### config.mk
export PLATFORM = sky130hd
export DESIGN_NAME = avl_accum_slave
export DESIGN_NICKNAME = d
export VERILOG_FILES = /design/src/rtl/avl_accum_pkg.sv /design/src/rtl/key_debounce.sv /design/src/rtl/avl_accum_slave.sv
export SDC_FILE = /design/constraint.sdc
export NUM_CORES = 1
export LEC_CHECK = 0
export ABC_AREA = 1
export BUFFER_PORTS_ARGS = -buffer_cell sky130_fd_sc_hd__buf_2
export CORE_MARGIN = 5
export CORE_UTILIZATION = 50
export CTS_BUF_LIST = sky130_fd_sc_hd__clkbuf_4 sky130_fd_sc_hd__clkbuf_8
export CTS_CLUSTER_DIAMETER = 100
export DETAILED_ROUTE_END_ITERATION = 10
export GPL_TIMING_DRIVEN = 0
export HOLD_SLACK_MARGIN = 0.02
export PLACE_DENSITY = 0.72
export SETUP_SLACK_MARGIN = 0.15
export SLEW_MARGIN = 10
export SYNTH_ARGS = -nofsm -noshare
export SYNTH_HDL_FRONTEND = slang
export SYNTH_SLANG_ARGS = --single-unit
### constraint.sdc
create_clock -name CLK -period 3.9 [get_ports CLK]
set_input_delay 0.195 -clock CLK [delete_from_list [all_inputs] [get_ports CLK]]
set_output_delay 0.195 -clock CLK [all_outputs]
set_load 0.02 [all_outputs]
### src/rtl/avl_accum_pkg.sv
// Shared register map, STATUS bit positions and key debounce state encoding
// for the Avalon-MM switch accumulator slave.
package avl_accum_pkg;

  localparam logic [1:0] ADDR_SW     = 2'd0;
  localparam logic [1:0] ADDR_ACC    = 2'd1;
  localparam logic [1:0] ADDR_LED    = 2'd2;
  localparam logic [1:0] ADDR_STATUS = 2'd3;

  localparam int STAT_PEND   = 0;
  localparam int STAT_OVF    = 1;
  localparam int STAT_LEDSRC = 2;

  typedef enum logic [1:0] {
    IDLE,
    ARM_PRESS,
    HELD,
    ARM_RELEASE
  } key_state_e;

endpackage

### src/rtl/key_debounce.sv
// Two-flop synchronizer plus debounce FSM for one active-low key; emits a
// single-cycle press pulse per accepted press.
module key_debounce
  import avl_accum_pkg::*;
#(
  parameter int DEBOUNCE_CYCLES = 500000
) (
  input  logic clk,
  input  logic rst,
  input  logic key_n,
  output logic press
);

  localparam int CNT_W = $clog2(DEBOUNCE_CYCLES + 1);
  localparam logic [CNT_W-1:0] CNT_LAST = CNT_W'(DEBOUNCE_CYCLES - 1);

  logic             sync_p0, sync_p1;
  key_state_e       state, state_nxt;
  logic [CNT_W-1:0] cnt, cnt_nxt;

  // Sync flops reset to the released level so a reset never fakes a press.
  always_ff @(posedge clk) begin
    if (rst) begin
      sync_p0 <= 1'b1;
      sync_p1 <= 1'b1;
      state   <= IDLE;
      cnt     <= '0;
    end else begin
      sync_p0 <= key_n;
      sync_p1 <= sync_p0;
      state   <= state_nxt;
      cnt     <= cnt_nxt;
    end
  end

  always_comb begin
    state_nxt = state;
    cnt_nxt   = cnt;
    press     = 1'b0;
    case (state)
      IDLE: begin
        if (!sync_p1) begin
          state_nxt = ARM_PRESS;
          cnt_nxt   = CNT_W'(1);
        end
      end
      ARM_PRESS: begin
        if (sync_p1) begin
          state_nxt = IDLE;
          cnt_nxt   = '0;
        end else if (cnt >= CNT_LAST) begin
          state_nxt = HELD;
          cnt_nxt   = '0;
          press     = 1'b1;
        end else begin
          cnt_nxt = cnt + CNT_W'(1);
        end
      end
      HELD: begin
        if (sync_p1) begin
          state_nxt = ARM_RELEASE;
          cnt_nxt   = CNT_W'(1);
        end
      end
      ARM_RELEASE: begin
        if (!sync_p1) begin
          state_nxt = HELD;
          cnt_nxt   = '0;
        end else if (cnt >= CNT_LAST) begin
          state_nxt = IDLE;
          cnt_nxt   = '0;
        end else begin
          cnt_nxt = cnt + CNT_W'(1);
        end
      end
      default: begin
        state_nxt = IDLE;
        cnt_nxt   = '0;
      end
    endcase
  end

endmodule

### src/rtl/avl_accum_slave.sv
// Avalon-MM slave that accumulates the switch value on debounced key presses
// and exposes SW/ACC/LEDREG/STATUS registers with one-cycle read latency.
module avl_accum_slave
  import avl_accum_pkg::*;
#(
  parameter int DEBOUNCE_CYCLES = 500000
) (
  input  logic        CLK,
  input  logic        RESET,
  input  logic        AVL_CS,
  input  logic        AVL_READ,
  input  logic        AVL_WRITE,
  input  logic [1:0]  AVL_ADDR,
  input  logic [31:0] AVL_WRITEDATA,
  output logic [31:0] AVL_READDATA,
  output logic        AVL_READDATAVALID,
  input  logic [7:0]  SW,
  input  logic        KEY_ACCUM_N,
  input  logic        KEY_CLEAR_N,
  output logic [7:0]  LED
);

  function automatic logic [8:0] add_carry(input logic [7:0] a, input logic [7:0] b);
    return {1'b0, a} + {1'b0, b};
  endfunction

  logic [7:0]  sw_p0, sw_p1;
  logic        acc_pulse, clr_pulse;
  logic [7:0]  acc, ledreg, led_p1;
  logic        pend, ovf, ledsrc;
  logic        wr_en, rd_en, wr_acc, wr_led, wr_status;
  logic        pend_set, ovf_set;
  logic [8:0]  sum;
  logic [31:0] status_word, rd_mux, rdata_p1;
  logic        vld_p1;
  logic        unused_wdata_hi;

  key_debounce #(.DEBOUNCE_CYCLES(DEBOUNCE_CYCLES)) u_key_accum (
    .clk(CLK), .rst(RESET), .key_n(KEY_ACCUM_N), .press(acc_pulse)
  );

  key_debounce #(.DEBOUNCE_CYCLES(DEBOUNCE_CYCLES)) u_key_clear (
    .clk(CLK), .rst(RESET), .key_n(KEY_CLEAR_N), .press(clr_pulse)
  );

  // A simultaneous read+write is treated purely as a write.
  assign wr_en     = AVL_CS & AVL_WRITE;
  assign rd_en     = AVL_CS & AVL_READ & ~AVL_WRITE;
  assign wr_acc    = wr_en & (AVL_ADDR == ADDR_ACC);
  assign wr_led    = wr_en & (AVL_ADDR == ADDR_LED);
  assign wr_status = wr_en & (AVL_ADDR == ADDR_STATUS);

  assign sum      = add_carry(acc, sw_p1);
  assign pend_set = acc_pulse | clr_pulse;
  assign ovf_set  = acc_pulse & ~clr_pulse & sum[8];

  assign unused_wdata_hi = ^AVL_WRITEDATA[31:8];

  always_comb begin
    status_word              = '0;
    status_word[STAT_PEND]   = pend;
    status_word[STAT_OVF]    = ovf;
    status_word[STAT_LEDSRC] = ledsrc;
    rd_mux                   = '0;
    case (AVL_ADDR)
      ADDR_SW:  rd_mux = {24'b0, sw_p1};
      ADDR_ACC: rd_mux = {24'b0, acc};
      ADDR_LED: rd_mux = {24'b0, ledreg};
      default:  rd_mux = status_word;
    endcase
  end

  // Stage p1: synchronized switches, register updates, registered LED and read data.
  always_ff @(posedge CLK) begin
    if (RESET) begin
      sw_p0    <= '0;
      sw_p1    <= '0;
      acc      <= '0;
      ledreg   <= '0;
      pend     <= 1'b0;
      ovf      <= 1'b0;
      ledsrc   <= 1'b0;
      led_p1   <= '0;
      rdata_p1 <= '0;
      vld_p1   <= 1'b0;
    end else begin
      sw_p0 <= SW;
      sw_p1 <= sw_p0;
      if (wr_acc)         acc <= AVL_WRITEDATA[7:0];
      else if (clr_pulse) acc <= '0;
      else if (acc_pulse) acc <= sum[7:0];
      if (wr_led) ledreg <= AVL_WRITEDATA[7:0];
      // Hardware set beats a W1C of the same bit.
      pend <= pend_set | (pend & ~(wr_status & AVL_WRITEDATA[STAT_PEND]));
      ovf  <= ovf_set  | (ovf  & ~(wr_status & AVL_WRITEDATA[STAT_OVF]));
      if (wr_status) ledsrc <= AVL_WRITEDATA[STAT_LEDSRC];
      led_p1   <= ledsrc ? acc : ledreg;
      vld_p1   <= rd_en;
      rdata_p1 <= rd_en ? rd_mux : '0;
    end
  end

  assign LED               = led_p1;
  assign AVL_READDATA      = rdata_p1;
  assign AVL_READDATAVALID = vld_p1;

endmodule

== After elaboration in Yosys (flattened, before gate mapping) ==
Index checks and enable logic that the tools add are counted.
W data, S select, Z words.

* Magnitude comparators: 2
* $add $sub $neg: 3
* Mux-type cells: 37
* Reductions and logical operators: 9
* Equality and inequality tests: 17
* Bitwise operators: 20

{| class="wikitable"
|+ Operators by type and width
! kind !! count
|-
| $mux W19 || 10
|-
| $pmux W19 S4 || 2
|-
| $add A19 B1 Y19 const B || 2
|-
| $ge A19 B19 Y1 const B || 2
|-
| $mux W8 || 4
|-
| $mux W2 || 12
|-
| $pmux W8 S3 || 1
|-
| $pmux W2 S4 || 2
|-
| $and A1 B1 Y1 || 12
|-
| $eq A2 B2 Y1 const B || 6
|-
| $add A8 B8 Y9 || 1
|-
| $reduce_and A4 Y1 || 2
|-
| $eq A2 B1 Y1 const B || 3
|-
| $logic_not A2 Y1 || 3
|-
| $mux W1 || 6
|-
| $ne A3 B1 Y1 const B || 2
|-
| $ne A3 B3 Y1 const B || 2
|-
| $not A1 Y1 || 5
|-
| $ne A2 B1 Y1 const B || 2
|-
| $ne A2 B2 Y1 const B || 2
|-
| $reduce_and A2 Y1 || 2
|-
| $or A1 B1 Y1 || 3
|-
| $reduce_bool A3 Y1 || 1
|-
| $reduce_or A2 Y1 || 1
|}

* Output and inout bits: 41
* Register bits: 122
* Input bits: 49

== Logic depth before layout (Yosys ltp) ==
* Depth after elaboration: 8
* Gate-level depth with buffers: 13
* Depth with buffers taken out: 12

== Hierarchy ==
Synthesis repeated with hierarchy kept, for this count alone.

* Cell total of the unflattened synthesis: 755
* Area, all modules: 5251.3 sq um

{| class="wikitable"
|+ By module, submodules not included
! module !! times used !! area each (sq um) !! cells each
|-
| avl_accum_slave || 1 || 2492.4 || 340
|-
| key_debounce (u_key_clear) || 1 || 1398.8 || 202
|-
| key_debounce (u_key_accum) || 1 || 1360.1 || 213
|}

== Worst setup path after synthesis ==
Ideal clock, no wire load.

* Kind: register to register
* From: register sw_p1[0]
* To: register acc[4]
* Data required time: 3.788 ns
* Stages on the path, launching flop included: 13
* Slack: 2.271 ns
* Arrival: 1.517 ns
* Library setup time: 0.112 ns
* Path through: dfxtp_1 -> ha_1 -> inv_1 -> fa_1 -> inv_1 -> nand3_1 -> nand2_1 -> xor2_1 -> inv_1 -> nand3_1 -> nand2_1 -> nor2_1 -> nor2_1

* Cells in the longest elaborated chain, start to end: 4

{| class="wikitable"
|+ Ends and longest elaborated chain
! element !! line !! text
|-
| start, declared || avl_accum_slave.sv:27 || <nowiki>logic [7:0] sw_p0, sw_p1;</nowiki>
|-
| start signal, assigned || avl_accum_slave.sv:88 || <nowiki>sw_p1 <= sw_p0;</nowiki>
|-
| $add A8 B8 Y9 || avl_accum_slave.sv:24 || <nowiki>return {1'b0, a} + {1'b0, b};</nowiki>
|-
| $mux W8 || avl_accum_slave.sv:91 || <nowiki>else if (acc_pulse) acc <= sum[7:0];</nowiki>
|-
| $mux W8 || avl_accum_slave.sv:90 || <nowiki>else if (clr_pulse) acc <= '0;</nowiki>
|-
| $mux W8 || avl_accum_slave.sv:89 || <nowiki>if (wr_acc) acc <= AVL_WRITEDATA[7:0];</nowiki>
|-
| end signal, assigned || avl_accum_slave.sv:89 ||
|-
| end signal, assigned || avl_accum_slave.sv:91 ||
|-
| end, declared || avl_accum_slave.sv:29 || <nowiki>logic [7:0] acc, ledreg, led_p1;</nowiki>
|}

No other way between the ends. The select of a mux whose other input is x is not followed.
A chain may end at the register's enable or synchronous reset.

== Worst setup path after layout ==
* From: register sw_p1[0]
* To: register ovf

* Cells in the longest elaborated chain, start to end: 3

{| class="wikitable"
|+ Ends and longest elaborated chain
! element !! line !! text
|-
| $add A8 B8 Y9 || avl_accum_slave.sv:24 ||
|-
| $and A1 B1 Y1 || avl_accum_slave.sv:55 || <nowiki>assign ovf_set = acc_pulse & ~clr_pulse & sum[8];</nowiki>
|-
| $or A1 B1 Y1 || avl_accum_slave.sv:95 || <nowiki>ovf <= ovf_set | (ovf & ~(wr_status & AVL_WRITEDATA[STAT_OVF]));</nowiki>
|-
| end signal, assigned || avl_accum_slave.sv:95 ||
|-
| end, declared || avl_accum_slave.sv:30 || <nowiki>logic pend, ovf, ledsrc;</nowiki>
|}

No other way between the ends.

==> flow_summary.ini <==
[floorplanning]
rows = 37
fp.coreArea_um2 = 10200
die_y_um = 112
die_w_um = 112
design.portCount = 90
fp.dieArea_um2 = 12600
start_util = 0.509

[global_routing]
gr-total-overflow = 0
grt_pass1_wl_mm = 20.2
grtUsageMet1 = 0.257
grt_pass1_vias = 4509
top_usage_layer = met2
use_met2 = 0.308
grt_start_max_net_pins = 19
grtUsageTotal = 0.189
grtUsageMet3 = 0.0318
antenna_found_initial = 0

[placed_design]
portBuffers = 40
placed_area_um2 = 5670
finalWeightedCongestion = 0.931
dpl.hpwl_mm = 8.87

[timing]
worst_pin_slew_ps = 590
layout_worst_path_cycle_share = 0.494
fin_tns_setup_ps = 0
clock_skew_ps = 12.7
drv_slew = 0
rsz0062_at_grt = false
maxSlewHeadroom = 0.604
period_needed_ps = 1930
clock.fmax_ghz = 0.519
finalHoldViolations = 0
final-setup-viol-count = 0

[logic_synthesis]
ys.flop_type = dfxtp_1
synth_area_um2 = 5210
netlist.area_leader.share = 0.377
yosys_register_bits = 98
synth-warning-count = 0
synth_cells = 746
synth_common_cells = 158 x nand2_1, 98 x dfxtp_1, 97 x nor2_1
synthArstFlopShare = 0
ys_seq_area_frac = 0.377
synth.distinct_cells = 41
syn_area_per_cell_um2 = 6.98
synth_edf_count = 0
yosys.cell_count.top_type = nand2_1
yosys-top-cells-area = dfxtp_1 38%, nand2_1 11%, nor2_1 7.0%
synth_largest_area_cell = dfxtp_1

[worst_setup_path]
crit_chain = ha_1, inv_1, fa_1, inv_1, nand3_1, nand2_1, nand4_1, o211ai_1, nand4_1, a21oi_1
required_ps = 4210
crit_path_top_delay_cell = fa_1
timing.rr.start = sw_p1[0]
endpoint_kind = flop
arrival_ps = 2230
critical_path_class = flop to flop
startpoint_type = flop
worstPathMaxFanout = 2
max_stage_delay_ps = 410
startpoint = sw_p1[0]

[finish]
area_delta_synth_final_pct = 13.8
fillers = 985
nNetsFinal = 888
final_cell_area_um2 = 5930
layout-drive-gt1-share = 0.164
antenna_cells = 0

[clocking]
clock-sinks = 98
clk_pin_slew_ps = 100
ctsRootBufferMaster = clkbuf_8
cts_tree = done
htreeDepth = 3
clockBufferDepth = 2
clock_latency_ps = 380
numCtsBuffers = 9

[route]
num_vias = 4802
avgViaCountPerCell = 4.96
wirelength_mm = 11.7
drc_errors = 0
drtAntennaViolNets = 0
drtIter0Drc = 263
routedWlPerCell_um = 12.1
drt-pass1-iter-count = 5

[flow_run]
maxCapViolCount = 0

[worst_hold_path]
hp-start = KEY_ACCUM_N
hold_class = input pin to flop

[pwr]
power.density_nw_per_um2 = 310
ir_drop_mv = 0.176
p_leak_uw = 0.00272

[outcome]
outcome = finished, final reports clean
## final timing paths
path,endpoint,slack (ps),cells past startpoint
worst min-delay path,u_key_accum.sync_p0,30,2
worst max-delay path,ovf,1970,10
worst max register to register,ovf,1970,10
worst min register to register,sw_p1[5],410,2
## metrics by stage
stage               setup slack [ps]  utilization  cells  total power (uW)  hold slack [ps]
CTS                             1970        0.579    969              1860             20.0
detailed placement              2010        0.554    945              1230              384
finish                          1970        0.579    969              1840             26.6
floorplan                       2270            -    769              1190              299
global placement                2040        0.554    945              1230              381
global route                    1740        0.579    969              1930             25.3
## final cells by class
cell class | instances | area, um2 | area share
clock buffers | 9 | 124 | 0.0209
multi-input cells | 530 | 2690 | 0.454
flip-flops and latches | 98 | 1960 | 0.331
inverters | 98 | 368 | 0.0621
clock inverters | 7 | 57.6 | 0.00971
well taps | 136 | 170 | 0.0287
plain buffers | 43 | 278 | 0.0469
repair buffers | 48 | 280 | 0.0473
## critical path, delay by kind of cell (launching register included)
family	cells	cell delay [ps]
buf+inv	2	150
fa+ha+maj	2	620
simple gates	4	390
flops	1	390
compound gates	2	290
## repair_timing
action,CTS,global route
resized for setup,0,0
setup endpoints to repair,0,0
hold endpoints to repair,8,0
buffers inserted,0,0
hold buffers,8,0
## sequential cells by signal (all words and copies together) (netlist names), 8 cells and up, named ones only
signal	cells
ledreg	8
LED	8
sw_p0	8
sw_p1	8
u_key_accum.cnt	19
acc	8
u_key_clear.cnt	19
AVL_READDATA	8
## layer usage
metal | routed length (um) | up-vias
met4 | 136 | 0
li1 | - | 2500
met1 | 5390 | 2137
met3 | 836 | 13
met5 | 0 | -
met2 | 5350 | 152
## power by group
part / switching, uW / internal [uW] / leakage, uW / total, uW
combinational: 116 / 68.3 / 0.00184 / 184
sequential: 13.1 / 1020 / 0.000796 / 1040
clock: 379 / 242 / 0.0000886 / 621
total: 508 / 1330 / 0.00272 / 1840
## logic make-up after synthesis
family,after synthesis,share of synthesized area
adders and majority gates,11,0.0279
and+or+nand+nor,377,0.333
buffers and inverters,141,0.124
xor gates and xnor gates,15,0.0252
AOI/OAI and AO/OA,103,0.112
other,1,0.000720
DFF,98,0.377
## layout by cell type (no fill, tap or decap), drive strengths merged, types with 2 or more instances in the layout
cell and instances:
a21oi 49, buf 70, clkbuf 22, clkinv 2, clkinvlp 2, conb 24
dfxtp 98, dlygate4sd3 8, ha 10, inv 101, nand2 168, nand3 49
nand3b 2, nand4 20, nor2 111, nor3 15, o211ai 13, o21ai 28
o21bai 5, o221ai 2, o22ai 2, or2 11, xnor2 2, xor2 13
(Power assumes the default switching activity.)
